File: src/rtl/pipe_reg_chain.sv
// rtl/pipe_reg_chain.sv - elastic valid/ready register chain with bubble collapse and flush
module pipe_reg_chain #(
    parameter int               WIDTH     = 32,
    parameter int               DEPTH     = 3,
    parameter logic [WIDTH-1:0] RESET_VAL = '0
) (
    input  logic                         clk,
    input  logic                         reset,
    input  logic                         in_valid,
    input  logic [WIDTH-1:0]             in_data,
    output logic                         in_ready,
    output logic                         out_valid,
    output logic [WIDTH-1:0]             out_data,
    input  logic                         out_ready,
    input  logic                         flush,
    output logic [$clog2(DEPTH+1)-1:0]   occupancy
);

    localparam int OCC_W = $clog2(DEPTH + 1);

    logic [WIDTH-1:0] r_data [DEPTH];
    logic [DEPTH-1:0] r_valid;
    logic [OCC_W-1:0] r_occ;

    logic [DEPTH-1:0] w_mv;
    logic [DEPTH-1:0] w_load;
    logic [WIDTH-1:0] w_din [DEPTH];
    logic             w_accept;
    logic             w_consume;

    // A valid stage advances when the consumer is ready or any later stage
    // is empty; this is the unrolled form of the per-stage ready chain.
    always_comb begin
        logic v_hole;
        v_hole = 1'b0;
        w_mv   = '0;
        for (int i = DEPTH - 1; i >= 0; i--) begin
            w_mv[i] = r_valid[i] & (out_ready | v_hole);
            v_hole  = v_hole | ~r_valid[i];
        end
    end

    assign in_ready  = (~r_valid[0] | w_mv[0]) & ~flush;
    assign w_accept  = in_valid & in_ready;
    assign out_valid = r_valid[DEPTH-1];
    assign out_data  = r_data[DEPTH-1];
    assign w_consume = out_valid & out_ready;
    assign occupancy = r_occ;

    always_comb begin
        w_load    = '0;
        w_load[0] = w_accept;
        w_din[0]  = in_data;
        for (int i = 1; i < DEPTH; i++) begin
            w_load[i] = w_mv[i-1];
            w_din[i]  = r_data[i-1];
        end
    end

    always_ff @(posedge clk or negedge reset) begin
        if (!reset) begin
            for (int i = 0; i < DEPTH; i++) begin
                r_data[i] <= RESET_VAL;
            end
        end else begin
            for (int i = 0; i < DEPTH; i++) begin
                if (w_load[i]) begin
                    r_data[i] <= w_din[i];
                end
            end
        end
    end

    // Flush drops validity only; data registers keep whatever they loaded.
    always_ff @(posedge clk or negedge reset) begin
        if (!reset) begin
            r_valid <= '0;
            r_occ   <= '0;
        end else if (flush) begin
            r_valid <= '0;
            r_occ   <= '0;
        end else begin
            r_valid <= w_load | (r_valid & ~w_mv);
            r_occ   <= r_occ + OCC_W'(w_accept) - OCC_W'(w_consume);
        end
    end

endmodule

File: config.mk
export PLATFORM = sky130hd
export DESIGN_NAME = pipe_reg_chain
export DESIGN_NICKNAME = d
export VERILOG_FILES = /design/src/rtl/pipe_reg_chain.sv
export SDC_FILE = /design/constraint.sdc
export NUM_CORES = 1
export LEC_CHECK = 0
export ABC_AREA = 0
export BUFFER_PORTS_ARGS = -buffer_cell sky130_fd_sc_hd__clkbuf_2
export CAP_MARGIN = 0
export CORE_AREA = 2 2 87 105
export DETAILED_ROUTE_END_ITERATION = 8
export DIE_AREA = 0 0 89 107
export GPL_TIMING_DRIVEN = 0
export PLACE_DENSITY_LB_ADDON = 0.05
export SYNTH_ARGS = -nofsm -noshare
export SYNTH_HDL_FRONTEND = slang
export SYNTH_SLANG_ARGS = --single-unit
File: constraint.sdc
create_clock -name clk -period 2.2 [get_ports clk]
set_input_delay 0.66 -clock clk [delete_from_list [all_inputs] [get_ports clk]]
set_output_delay 0.66 -clock clk [all_outputs]
set_load 0.01 [all_outputs]
### Word-level counts from Yosys, hierarchy flattened

Cells that the tools add are included.

| cells by class | value |
|---|---|
| $add $sub $neg | 2 |
| multiply operators | 0 |
| div/mod/pow operators | 0 |
| magnitude comparators | 0 |
| equal/unequal tests | 0 |
| shifts and indexed selects | 0 |
| muxes and demuxes | 2 |
| bitwise operators | 16 |
| reductions and logical operators | 0 |

Operator list:

| kind | number |
|---|---|
| bitwise AND 1 bit | 5 |
| inverter 1 bit | 4 |
| OR 1 bit | 4 |
| bitwise AND 3 bit | 1 |
| 2-to-1 mux 3 bit | 1 |
| inverter 3 bit | 1 |
| OR 3 bit | 1 |
| adder 2 x 1 -> 2 bit | 1 |
| 2-to-1 mux 2 bit | 1 |
| subtractor 2 x 1 -> 2 bit | 1 |

| storage, ports and cells | value |
|---|---|
| register bits after elaboration | 101 |
| bits in latches | 0 |
| bits in writable memories | 0 |
| bits in read-only memories | 0 |
| bits of input ports | 37 |
| output and inout bits | 36 |
| word-level logic and storage cells | 25 |
| memories | 0 |

### Depth between registers and ports, before layout

Gate-level depths: netlist (run 1).

| depth | value |
|---|---|
| depth in word-level cells | 10 |
| depth in mapped cells | 9 |
| depth with buffers taken out | 7 |

### Least setup slack after synthesis (run 1)

No wires, ideal clock.

| timing path | value |
|---|---|
| path type | input-to-reg |
| start point | input out_ready |
| end point | register r_occ[0] (netlist: occupancy[0]) |
| setup time | 0.118 ns |
| arrival time | 2.165 ns |
| data required time | 2.082 ns |
| path slack | -0.083 ns |
| stages | 8 |
| buffers on the path | 2 |
| cell sequence | and4b_1 or3b_1 buf_2 buf_6 ha_1 inv_1 ha_1 nor2b_1 |

| on the way | value |
|---|---|
| cells in the longest elaborated chain, start to end | 8 |
| elaborated cells on any way between the ends | 9 |
| those cells by class | 2 x add/sub; 1 x mux; 6 x bitwise |

RTL lines:

| element | RTL line | RTL |
|---|---|---|
| from (decl) | 14 | `input logic out_ready,` |
| OR 1 bit | 38 | `w_mv[i] = r_valid[i] & (out_ready \| v_hole);` |
| bitwise AND 1 bit | 38 |  |
| OR 1 bit | 43 | `assign in_ready = (~r_valid[0] \| w_mv[0]) & ~flush;` |
| bitwise AND 1 bit | 43 |  |
| bitwise AND 1 bit | 44 | `assign w_accept = in_valid & in_ready;` |
| adder 2 x 1 -> 2 bit | 84 | `r_occ <= r_occ + OCC_W'(w_accept) - OCC_W'(w_consume);` |
| subtractor 2 x 1 -> 2 bit * | 84 |  |
| 2-to-1 mux 2 bit * | 79 | `end else if (flush) begin` |
| to (signal assigned) | 84 |  |
| to (decl) | 23 | `logic [OCC_W-1:0] r_occ;` |

Every way passes the cells marked *; elsewhere a longest branch is shown, timed or not.
A chain may end at the register's enable or synchronous reset.

### Final worst setup path (run 1)

| timing path | value |
|---|---|
| start point | register r_valid[1] |
| end point | register r_occ[1] (netlist: occupancy[1]) |

| on the way | value |
|---|---|
| cells in the longest elaborated chain, start to end | 10 |

RTL lines:

| element | RTL line | RTL |
|---|---|---|
| from (decl) | 22 | `logic [DEPTH-1:0] r_valid;` |
| from (signal assigned) | 83 | `r_valid <= w_load \| (r_valid & ~w_mv);` |
| inverter 1 bit | 39 | `v_hole = v_hole \| ~r_valid[i];` |
| OR 1 bit | 39 |  |
| OR 1 bit | 38 |  |
| bitwise AND 1 bit | 38 |  |
| OR 1 bit | 43 |  |
| bitwise AND 1 bit | 43 |  |
| bitwise AND 1 bit | 44 |  |
| adder 2 x 1 -> 2 bit | 84 |  |
| subtractor 2 x 1 -> 2 bit | 84 |  |
| 2-to-1 mux 2 bit | 79 |  |

Every way passes these cells.

==> results of run 1 <==
[metal layers]
metal  track usage, %  routed length [um]  vias up
met1             20.4                3020     1055
met3             3.62                 333        4
met5                0                   0        -
li1                 -                   -     1023
met2             23.4                3060       48
met4             5.76                  53        0
[report_power, final]
group | internal, uW | total, uW | switching (uW) | leakage (uW)
logic | 839 | 1290 | 456 | 0.00114
clock network | 410 | 1020 | 609 | 0.0000787
registers | 2310 | 2530 | 219 | 0.00120
[how the worst min path moves through the flow]
| stage | start | end | slack, ns | cells after the start |
|---|---|---|---|---|
| 2_1_floorplan | reset | occupancy[0]$_DFF_PN0_ | 0.36 | 0 |
| 3_3_place_gp | r_data[62]$_DFFE_PN0N_ | out_data[30]$_DFFE_PN0P_ | 0.46 | 1 |
| 3_5_place_dp | r_data[38]$_DFFE_PN0N_ | out_data[6]$_DFFE_PN0P_ | 0.46 | 1 |
| 4_1_cts | reset | r_data[70]$_DFFE_PN0P_ | 0.45 | 1 |
| 5_1_grt | reset | r_data[70]$_DFFE_PN0P_ | 0.48 | 1 |
| 6_report | reset | r_data[70]$_DFFE_PN0P_ | 0.42 | 1 |
[worst max-delay path: stages (launching register included)]
cell and delay (ns):
dfrtp_1 0.41, and4b_1 0.25, or3b_1 0.39, buf_6 0.15, buf_12 0.15, ha_4 0.26, inv_2 0.03, ha_4 0.14
xnor2_1 0.13, nor2_1 0.06
[metrics by stage]
step           cells  hold slack, ns  TNS (ns)
3_5_place_dp     450           0.465    -0.416
2_1_floorplan    260           0.364   -0.0404
6_report         466           0.417         0
3_3_place_gp     449           0.460    -85.85
4_1_cts          465           0.448         0
5_1_grt          466           0.478         0
[sequential cells by signal, summed over array words and instances (netlist names)]
| register | cells |
|---|---|
| r_data | 64 |
| occupancy | 2 |
| r_valid | 3 |
| out_data | 32 |
[cells in the final DEF, fill, tap and decap left out, drive strengths merged]
master / instances
dfrtp: 101
mux2: 96
clkbuf: 83
buf: 44
nor2: 7
nor2b: 2
ha: 2
clkinvlp: 2
inv: 2
clkinv: 2
and2: 1
and4b: 1
or3b: 1
a21oi: 1
xor2: 1
xnor2: 1
a21bo: 1
nand2b: 1
[timing repair]
| action | CTS | global route |
|---|---|---|
| setup endpoints to repair | 0 | 1 |
| setup buffers | 0 | 1 |
| endpoints found under the hold margin | 0 | 0 |
| gates resized for setup | 0 | 0 |
[cell usage after synthesis]
| master | number |
|---|---|
| xor2_1 | 1 |
| nand2b_1 | 1 |
| or3b_1 | 1 |
| clkbuf_1 | 1 |
| a21oi_1 | 1 |
| mux2_2 | 55 |
| buf_4 | 32 |
| ha_1 | 2 |
| mux2_4 | 29 |
| and4b_1 | 1 |
| mux2_1 | 12 |
| buf_6 | 3 |
| a21bo_2 | 1 |
| inv_1 | 1 |
| nor2b_1 | 2 |
| buf_2 | 7 |
| nor2_1 | 7 |
| and2_1 | 1 |
| dfrtp_1 | 101 |
| xnor2_1 | 1 |
[cells by family after synthesis]
logic type / share of synthesized area (%)
AOI/OAI and AO/OA: 0.361
xor gates and xnor gates: 0.421
muxes: 28.6
and+or+nand+nor: 1.68
DFF: 60.7
adders and majority gates: 0.601
buffers and inverters: 7.61
[final cells by class]
class	count	area, um2	share of cell area [%]
plain buffers	43	328	6.69
clock buffers	10	128	2.60
clock inverters	5	37.5	0.766
inverters	1	3.75	0.0766
multi-input cells	115	1340	27.4
flip-flops and latches	101	2530	51.5
well taps	117	146	2.99
repair buffers	74	390	7.96
==> summary.txt, run 1 <==
DRC: 0
Clock sink count: 101
Dpl ws: -0.213 ns
NumNets Final: 384
Syn. warnings: 0
RR Endpoint: occupancy[1]$_DFF_PN0_
PD cells: 988 nW/um2
Root buf cell: clkbuf_8
Detail Placement HPWL: 4430 um
Ports: 73
Mapped cell area: 4160 um2
Measured slew at the worst slew-check pin: 0.816 ns
Reg2reg start: r_valid[1]$_DFF_PN0_
Final Skew: 0.0125 ns
Required @ worst endpoint: 2.45 ns
Post-route cell area: 4900 um2
First drt pass iteration count: 4
Core Util, Final: 57.6%
Core Footprint: 8520 um2
Synth Instances: 260
Initial antenna violation count: 0
Netlist cell types: 20
FMAX: 484 MHz
Initial Util: 48.9%
Crit end category: flop
Post-Synthesis Net Count: 299
Crit path max fanout: 10
Largest net degree at the start of global routing: 62
Setup crit start kind: flop
Synth area leaders: dfrtp_1 (61%), mux2_2 (15%), mux2_4 (10%)
Vias per Instance: 4.57
P&R area growth vs syn: 17.8%
Sequential-to-total area share from yosys stat: 60.7%
Worst hold path type: in -> async
Final WS setup: 0.132 ns
Cell Rows: 37
CTS tree: built
Cts bufs inserted: 9
Layout cells sized above 1: 62.5%
Minimum clock period: 2.07 ns
Placed instance area: 4730 um2
RSZ-0062 raised after global routing: false
DRT iter0 DRCs: 54
Fillers: 753
DRT Wirelength: 6460 um
Lkg Pwr: 0.00242 uW
Final hold violations: 0
Total number of vias: 2130
Vias in the first global route: 2253
Max-slew headroom: 45.6%
Die Y: 107 um
Critical path arrival: 2.31 ns
Mapped Avg Cell Area: 16.0 um2
H-tree depth: 3
Clock Latency Late Sink: 0.35 ns
Reg-to-reg slack, setup: 0.13 ns
Longest Clk Path Bufs: 2
Peak VDD IR: 0.488 mV
Status: complete, no violations
Hold-fix buffers, CTS: 0
Die area: 9520 um2
Final period util: 94.0%
FF+latch count, synth: 101
CP Launch Point: r_valid[1]$_DFF_PN0_
Post-DRT Antenna Nets: 0
Reg clk slew, reported paths: 0.10 ns
Final setup violation count: 0
R2R cell count: 9
Top-area cell type share of the netlist area: 60.7%
Die W: 89 um
Tot Pwr: 4850 uW
Port bufs: 72
Yosys top cell by area: dfrtp_1
GRT Overall Usage: 15.1%
First-pass GRT wire length: 10900 um
RD Place Congestion: 0.657
WL per Instance: 13.9 um
GRT overflow: 0
Pins over their slew limit: 0
Critical path class: reg -> reg
Maxcap violations: 0
End point of the critical path: occupancy[1]$_DFF_PN0_
Ant diodes: 0
Power figures use the tool's default switching activity.
==> inputs of run 2 (changes only) <==
CAP_MARGIN = not set   (was 0)
RECOVER_POWER = 100   (was not set)
==> run 2 against run 1 <==
Net effect: non-clock buffer count unchanged; sequential power barely moved; wire length shrank 0.23%; utilization decreased by 1.9 points; fmax decreased by 0.55%; cell count stayed put; setup slack worse by 0.011 ns; clock skew is 0.00097 ns lower; combinational power down 9%.
==> summary.txt, run 2 (synthesized netlist as in run 1, its figures left out) <==
Pint: 3440 uW (was 3560 uW)
Ant diodes: 0 (unchanged)
Minimum clock period: 2.08 ns (was 2.07 ns)
Die W: 89 um (unchanged)
FMAX: 481 MHz (was 484 MHz)
NumNets Final: 384 (unchanged)
Comb pwr share: 24.7% (was 26.7%)
DRT iter0 DRCs: 50 (was 54)
Required @ worst endpoint: 2.44 ns (was 2.45 ns)
Final hold violations: 0 (unchanged)
Hold Path Sink: out_data[6]$_DFFE_PN0P_
Cts bufs inserted: 9 (unchanged)
Critical path class: reg -> reg (unchanged)
Clock power share: 21.6% (was 21.0%)
Net Sw Power: 1270 uW (was 1280 uW)
WL per Instance: 13.8 um (was 13.9 um)
RSZ-0062 raised after global routing: false (unchanged)
Hold depth: 1
Largest reg by FF count: r_data (unchanged)
Ports: 73 (unchanged)
Die area: 9520 um2 (unchanged)
PD cells: 994 nW/um2 (was 988 nW/um2)
Placed Instances: 450 (unchanged)
Port bufs: 72 (unchanged)
DRT Wirelength: 6450 um (was 6460 um)
Post-DRT Antenna Nets: 0 (unchanged)
Cell Rows: 37 (unchanged)
Commonest non-fill, non-tap cell in the layout: dfrtp_1 (unchanged)
GRT Overall Usage: 15.1% (unchanged)
Most frequent cells in the layout: dfrtp_1 (101), mux2_2 (55), clkbuf_2 (42), clkbuf_1 (40), mux2_1 (38) (was dfrtp_1 (101), clkbuf_2 (71), mux2_2 (55), buf_4 (33), mux2_4 (29))
Root buf cell: clkbuf_8 (unchanged)
Lkg Pwr: 0.00218 uW (was 0.00242 uW)
Final Non-Filler Cells: 466 (unchanged)
Largest net degree at the start of global routing: 62 (unchanged)
Final period util: 94.5% (was 94.0%)
Final WS setup: 0.120 ns (was 0.132 ns)
Maxcap violations: 0 (unchanged)
Dpl ws: -0.213 ns (unchanged)
First-pass GRT wire length: 10900 um (unchanged)
First drt pass iteration count: 4 (unchanged)
HP Start: r_data[38]$_DFFE_PN0N_
RR Endpoint: occupancy[1]$_DFF_PN0_ (unchanged)
R2R cell count: 9 (unchanged)
Setup crit start kind: flop (unchanged)
Final Skew: 0.0115 ns (was 0.0125 ns)
Crit path max fanout: 10 (unchanged)
Post-route cell area: 4740 um2 (was 4900 um2)
Sw Ratio: 27.0% (was 26.5%)
Die Y: 107 um (unchanged)
Initial antenna violation count: 0 (unchanged)
Setup tns final: 0 ns (unchanged)
Sequential share of power: 53.7% (was 52.3%)
Detail Placement HPWL: 4430 um (unchanged)
Reg-to-reg slack, setup: 0.12 ns (was 0.13 ns)
Vias in the first global route: 2253 (unchanged)
Placed instance area: 4730 um2 (unchanged)
Vias per Instance: 4.59 (was 4.57)
H-tree depth: 3 (unchanged)
Layout cells sized above 1: 43.6% (was 62.5%)
GRT overflow: 0 (unchanged)
Initial Util: 48.9% (unchanged)
Crit end category: flop (unchanged)
Reg clk slew, reported paths: 0.09 ns (was 0.10 ns)
Clock Latency Late Sink: 0.35 ns (about the same)
Core Footprint: 8520 um2 (unchanged)
DRC: 0 (unchanged)
Critical path arrival: 2.32 ns (was 2.31 ns)
Longest Clk Path Bufs: 2 (unchanged)
Max-slew headroom: 1.10% (was 45.6%)
Max reg flops: 64 (unchanged)
# resized after CTS: 0 (unchanged)
Total number of vias: 2137 (was 2130)
Worst hold path type: reg -> reg (was in -> async)
Peak VDD IR: 0.469 mV (was 0.488 mV)
Status: complete, no violations (unchanged)
Final setup violation count: 0 (unchanged)
RD Place Congestion: 0.657 (unchanged)
Reg2reg start: r_valid[1]$_DFF_PN0_ (unchanged)
CTS tree: built (unchanged)
Measured slew at the worst slew-check pin: 1.48 ns (was 0.816 ns)
Clock sink count: 101 (unchanged)
Pins over their slew limit: 0 (unchanged)
P&R area growth vs syn: 14.0% (was 17.8%)
Final hold slack: 0.484 ns (was 0.417 ns)
run 2: cell types whose count changed in the layout (fill, tap and decap cells not counted), sizes merged:
cell / change
clkbuf: +8
buf: -8
run 2: final cells by class:
cell class	instances	area, um2
clock inverters	5	37.5
multi-input cells	115	1240
flip-flops and latches	101	2530
repair buffers	74	343
plain buffers	43	313
fillers	791	3770
inverters	1	3.75
well taps	117	146
clock buffers	10	128
run 2: power groups by stage:
stage	Combinational [uW]	Clock, uW	Sequential (uW)
3_5_place_dp	1320	0	2580
4_1_cts	1320	1060	2540
3_3_place_gp	1280	0	2560
2_1_floorplan	952	0	2510
6_report	1170	1020	2530
5_1_grt	1290	1150	2600
run 2: per-layer routing:
| metal | up-vias | wire, um | GRT usage (%) |
|---|---|---|---|
| met5 | - | 0 | 0 |
| met4 | 0 | 60 | 5.76 |
| met3 | 4 | 312 | 3.62 |
| met2 | 47 | 3050 | 23.4 |
| met1 | 1065 | 3020 | 20.4 |
| li1 | 1021 | - | - |
run 2: worst max path at each step:
stage / startpoint / end / cells after the start
final: r_valid[1]$_DFF_PN0_ / occupancy[1]$_DFF_PN0_ / 9
after global routing: r_valid[1]$_DFF_PN0_ / occupancy[1]$_DFF_PN0_ / 9
after CTS: r_valid[1]$_DFF_PN0_ / occupancy[1]$_DFF_PN0_ / 9
after detailed placement: out_ready / occupancy[1]$_DFF_PN0_ / 10
after global placement: reset / r_data[87]$_DFFE_PN0P_ / 1
after floorplan: out_ready / occupancy[1]$_DFF_PN0_ / 9
run 2: worst max-delay path, stage by stage, from the launching register on:
cell and delay [ns]:
dfrtp_1 0.41, and4b_1 0.25, or3b_1 0.39, buf_6 0.15, buf_12 0.14, ha_4 0.25, inv_1 0.05, ha_4 0.15
xnor2_1 0.13, nor2_1 0.06
run 2: repair_timing:
action / 4_1_cts / 5_1_grt
setup buffers: 0 / 1
endpoints found under the setup margin: 0 / 1
hold buffers: 0 / 0
run 2: through the flow:
stage               utilization [%]  total power, uW
detailed placement             55.5             3900
finish                         55.7             4710
CTS                            57.5             4930
global route                   55.7             5030
global placement               55.3             3840
floorplan                         -             3460
==> inputs of run 3 (changes only) <==
ABC_AREA = 1   (was 0)
CORE_AREA = 2 2 88 107   (was 2 2 87 105)
DIE_AREA = 0 0 90 109   (was 0 0 89 107)
==> run 3 against run 2 <==
Net effect: the run now ends with max-capacitance violations, max-slew violations left; fmax about the same; sequential power fell by 9.1%; highest routed layer unchanged; cell count increased by 39%.
==> summary.txt, run 3 <==
CTS tree: built (unchanged)
Netlist cell types: 21 (was 20)
Clock power share: 27.5% (was 21.6%)
Minimum clock period: 2.08 ns (about the same)
Final Skew: 0.0121 ns (was 0.0115 ns)
Root buf cell: clkbuf_8 (unchanged)
Die Y: 109 um (was 107 um)
Required @ worst endpoint: 1.54 ns (was 2.44 ns)
Reg2reg start: r_valid[2]$_DFF_PN0_ (was r_valid[1]$_DFF_PN0_)
Layout cells sized above 1: 20.6% (was 43.6%)
Hold-fix buffers, CTS: 0 (unchanged)
# resized after CTS: 0 (unchanged)
Post-Synthesis Net Count: 481 (was 299)
Simple-gate portion of the synthesized area: 17.7% (was 1.68%)
Maxcap violations: 1 (was 0)
Initial antenna violation count: 0 (unchanged)
Comb pwr share: 19.4% (was 24.7%)
Synthesized-area fraction occupied by adder cells: 0.581% (was 0.601%)
Total number of vias: 3010 (was 2137)
Longest Clk Path Bufs: 2 (unchanged)
Syn. warnings: 0 (unchanged)
Measured slew at the worst slew-check pin: 1.50 ns (was 1.48 ns)
Vias per Instance: 4.64 (was 4.59)
Post-synth EDFFs: 0 (unchanged)
First-pass GRT wire length: 13800 um (was 10900 um)
Final period util: 94.6% (was 94.5%)
Final WS setup: 0.119 ns (was 0.120 ns)
NumNets Final: 563 (was 384)
WL per Instance: 12.4 um (was 13.8 um)
Final hold violations: 0 (unchanged)
Setup crit start kind: primary input (was flop)
Ys flop type: dfrtp_1 (unchanged)
Async SR Flop Fraction: 100% (unchanged)
Share of synthesized area spent on multiplexers: 0% (was 28.6%)
RSZ-0062 raised after global routing: false (unchanged)
RD Place Congestion: 0.832 (was 0.657)
Critical path class: in -> out (was reg -> reg)
Synth Instances: 442 (was 260)
Synth cell count leaders: nand2_1 (102), dfrtp_1 (101), inv_1 (38) (was dfrtp_1 (101), mux2_2 (55), buf_4 (32))
DRC: 0 (unchanged)
Xor/xnor share of the synthesized area: 0.203% (was 0.421%)
Final Non-Filler Cells: 649 (was 466)
Core Footprint: 8840 um2 (was 8520 um2)
Largest net degree at the start of global routing: 62 (unchanged)
Commonest non-fill, non-tap cell in the layout: nand2_1 (was dfrtp_1)
Net Sw Power: 1210 uW (was 1270 uW)
RR Endpoint: r_data[53]$_DFFE_PN0N_ (was occupancy[1]$_DFF_PN0_)
End point of the critical path: in_ready (was occupancy[1]$_DFF_PN0_)
Final hold slack: 0.478 ns (was 0.484 ns)
GRT Overall Usage: 17.7% (was 15.1%)
Hold depth: 2 (was 1)
Ant diodes: 0 (unchanged)
Worst hold path type: reg -> reg (unchanged)
Failing checks: max-capacitance violations, max-slew violations
DRT Wirelength: 8040 um (was 6450 um)
Post-DRT Antenna Nets: 0 (unchanged)
Cell Rows: 38 (was 37)
Mapped Avg Cell Area: 9.74 um2 (was 16.0 um2)
Lkg Pwr: 0.00255 uW (was 0.00218 uW)
Initial Util: 48.7% (was 48.9%)
HP Start: r_data[95]$_DFFE_PN0P_ (was r_data[38]$_DFFE_PN0N_)
Vias in the first global route: 2963 (was 2253)
First drt pass iteration count: 4 (unchanged)
Cts bufs inserted: 9 (unchanged)
Multi-input gate area: 1180 um2 (was 1240 um2)
Pins over their slew limit: 60 (was 0)
Largest family of logic cells by synthesized area: simple AND/OR/NAND/NOR gates (was multiplexers)
Status: finished with violations (was complete, no violations)
Fillers: 896 (was 791)
FMAX: 481 MHz (about the same)
Sequential cell area: 2530 um2 (unchanged)
Port bufs: 71 (was 72)
Ports: 73 (unchanged)
Reg-to-reg slack, setup: 0.30 ns (was 0.12 ns)
Pint: 3120 uW (was 3440 uW)
CP Launch Point: flush (was r_valid[1]$_DFF_PN0_)
Clock Latency Late Sink: 0.36 ns (was 0.35 ns)
GRT overflow: 0 (unchanged)
Clock sink count: 101 (unchanged)
Detail Placement HPWL: 5810 um (was 4430 um)
Reg clk slew, reported paths: 0.08 ns (was 0.09 ns)
Post-synthesis compound-gate area fraction: 9.27% (was 0.361%)
Max-slew headroom: -0.213% (was 1.10%)
Sw Ratio: 28.0% (was 27.0%)
Die area: 9810 um2 (was 9520 um2)
PD cells: 885 nW/um2 (was 994 nW/um2)
Max reg flops: 64 (unchanged)
Mapped cell area: 4300 um2 (was 4160 um2)
Yosys top cell by area: dfrtp_1 (unchanged)
Sequential-to-total area share from yosys stat: 58.7% (was 60.7%)
Critical path arrival: 1.42 ns (was 2.32 ns)
FF+latch count, synth: 101 (unchanged)
Largest reg by FF count: r_data (unchanged)
Count leader, synth: nand2_1 (was dfrtp_1)
Peak VDD IR: 0.357 mV (was 0.469 mV)
Synth area leaders: dfrtp_1 (59%), nand2_1 (8.9%), buf_4 (6.5%) (was dfrtp_1 (61%), mux2_2 (15%), mux2_4 (10%))
Final setup violation count: 0 (unchanged)
R2R cell count: 5 (was 9)
Top-area cell type share of the netlist area: 58.7% (was 60.7%)
Most frequent cells in the layout: nand2_1 (102), dfrtp_1 (101), clkbuf_1 (52), inv_1 (38), clkbuf_2 (37) (was dfrtp_1 (101), mux2_2 (55), clkbuf_2 (42), clkbuf_1 (40), mux2_1 (38))
Placed Instances: 634 (was 450)
P&R area growth vs syn: 13.8% (was 14.0%)
Post CTS Setup Buffer Count: 0 (unchanged)
Dpl ws: 0.0448 ns (was -0.213 ns)
Crit path max fanout: 10 (unchanged)
Sequential share of power: 53.0% (was 53.7%)
Die W: 90 um (was 89 um)
DRT iter0 DRCs: 163 (was 50)
H-tree depth: 3 (unchanged)
Crit end category: output port (was flop)
[run 3: changes by cell type in the layout (fill, tap and decap cells not counted), sizes merged, moves of 2 or more]
cell / delta
nor2b: -2
buf: +5
nor2: +28
nand2: +103
nand3: +2
a21oi: +34
clkbuf: +8
inv: +39
o21ai: +32
mux2: -96
nand4: +33
[run 3: per-layer routing]
layer | wire, um | track usage, %
met1 | 3770 | 23.1
met2 | 3860 | 29.7
met3 | 258 | 2.90
met4 | 154 | 7.58
met5 | 0 | 0
[run 3: final cells by class]
cell class,count,share of cell area [%]
flip-flops and latches,101,51.6
multi-input cells,243,24.0
plain buffers,58,7.38
repair buffers,72,6.74
well taps,120,3.07
inverters,39,2.99
clock buffers,10,2.81
clock inverters,6,1.38
[run 3: how the worst min path moves through the flow]
stage                               endpoint
global placement      r_data[75]$_DFFE_PN0P_
global route          r_data[70]$_DFFE_PN0P_
finish                r_data[95]$_DFFE_PN0P_
floorplan             occupancy[0]$_DFF_PN0_
CTS                 out_data[16]$_DFFE_PN0P_
detailed placement    r_data[84]$_DFFE_PN0P_
[run 3: stage by stage]
| stage | setup TNS (ns) | area (um2) | utilization (%) | total power [uW] |
|---|---|---|---|---|
| after global routing | 0 | 4900 | 55.4 | 4610 |
| after floorplan | 0 | 4300 | - | 2930 |
| after global placement | -82.59 | 4810 | 54.4 | 3220 |
| final | 0 | 4900 | 55.4 | 4330 |
| after detailed placement | 0 | 4830 | 54.6 | 3250 |
| after CTS | 0 | 5040 | 57.0 | 4450 |
[run 3: power by group through the flow]
stage | clock network [uW] | registers, uW | logic (uW)
after floorplan | 0 | 2300 | 632
after global placement | 0 | 2320 | 899
after detailed placement | 0 | 2330 | 920
after CTS | 1230 | 2300 | 922
after global routing | 1310 | 2340 | 961
final | 1190 | 2300 | 843
[run 3: critical path: stages]
cell	delay, ns
clkbuf_2	0.13
inv_2	0.13
clkbuf_2	0.25
nand2_1	0.08
inv_1	0.05
clkbuf_2	0.12
[run 3: kinds of logic after synthesis]
group / Yosys count
compound gates: 67
buf+inv: 98
fa+ha+maj: 2
xor+xnor: 1
flops: 101
simple gates: 173
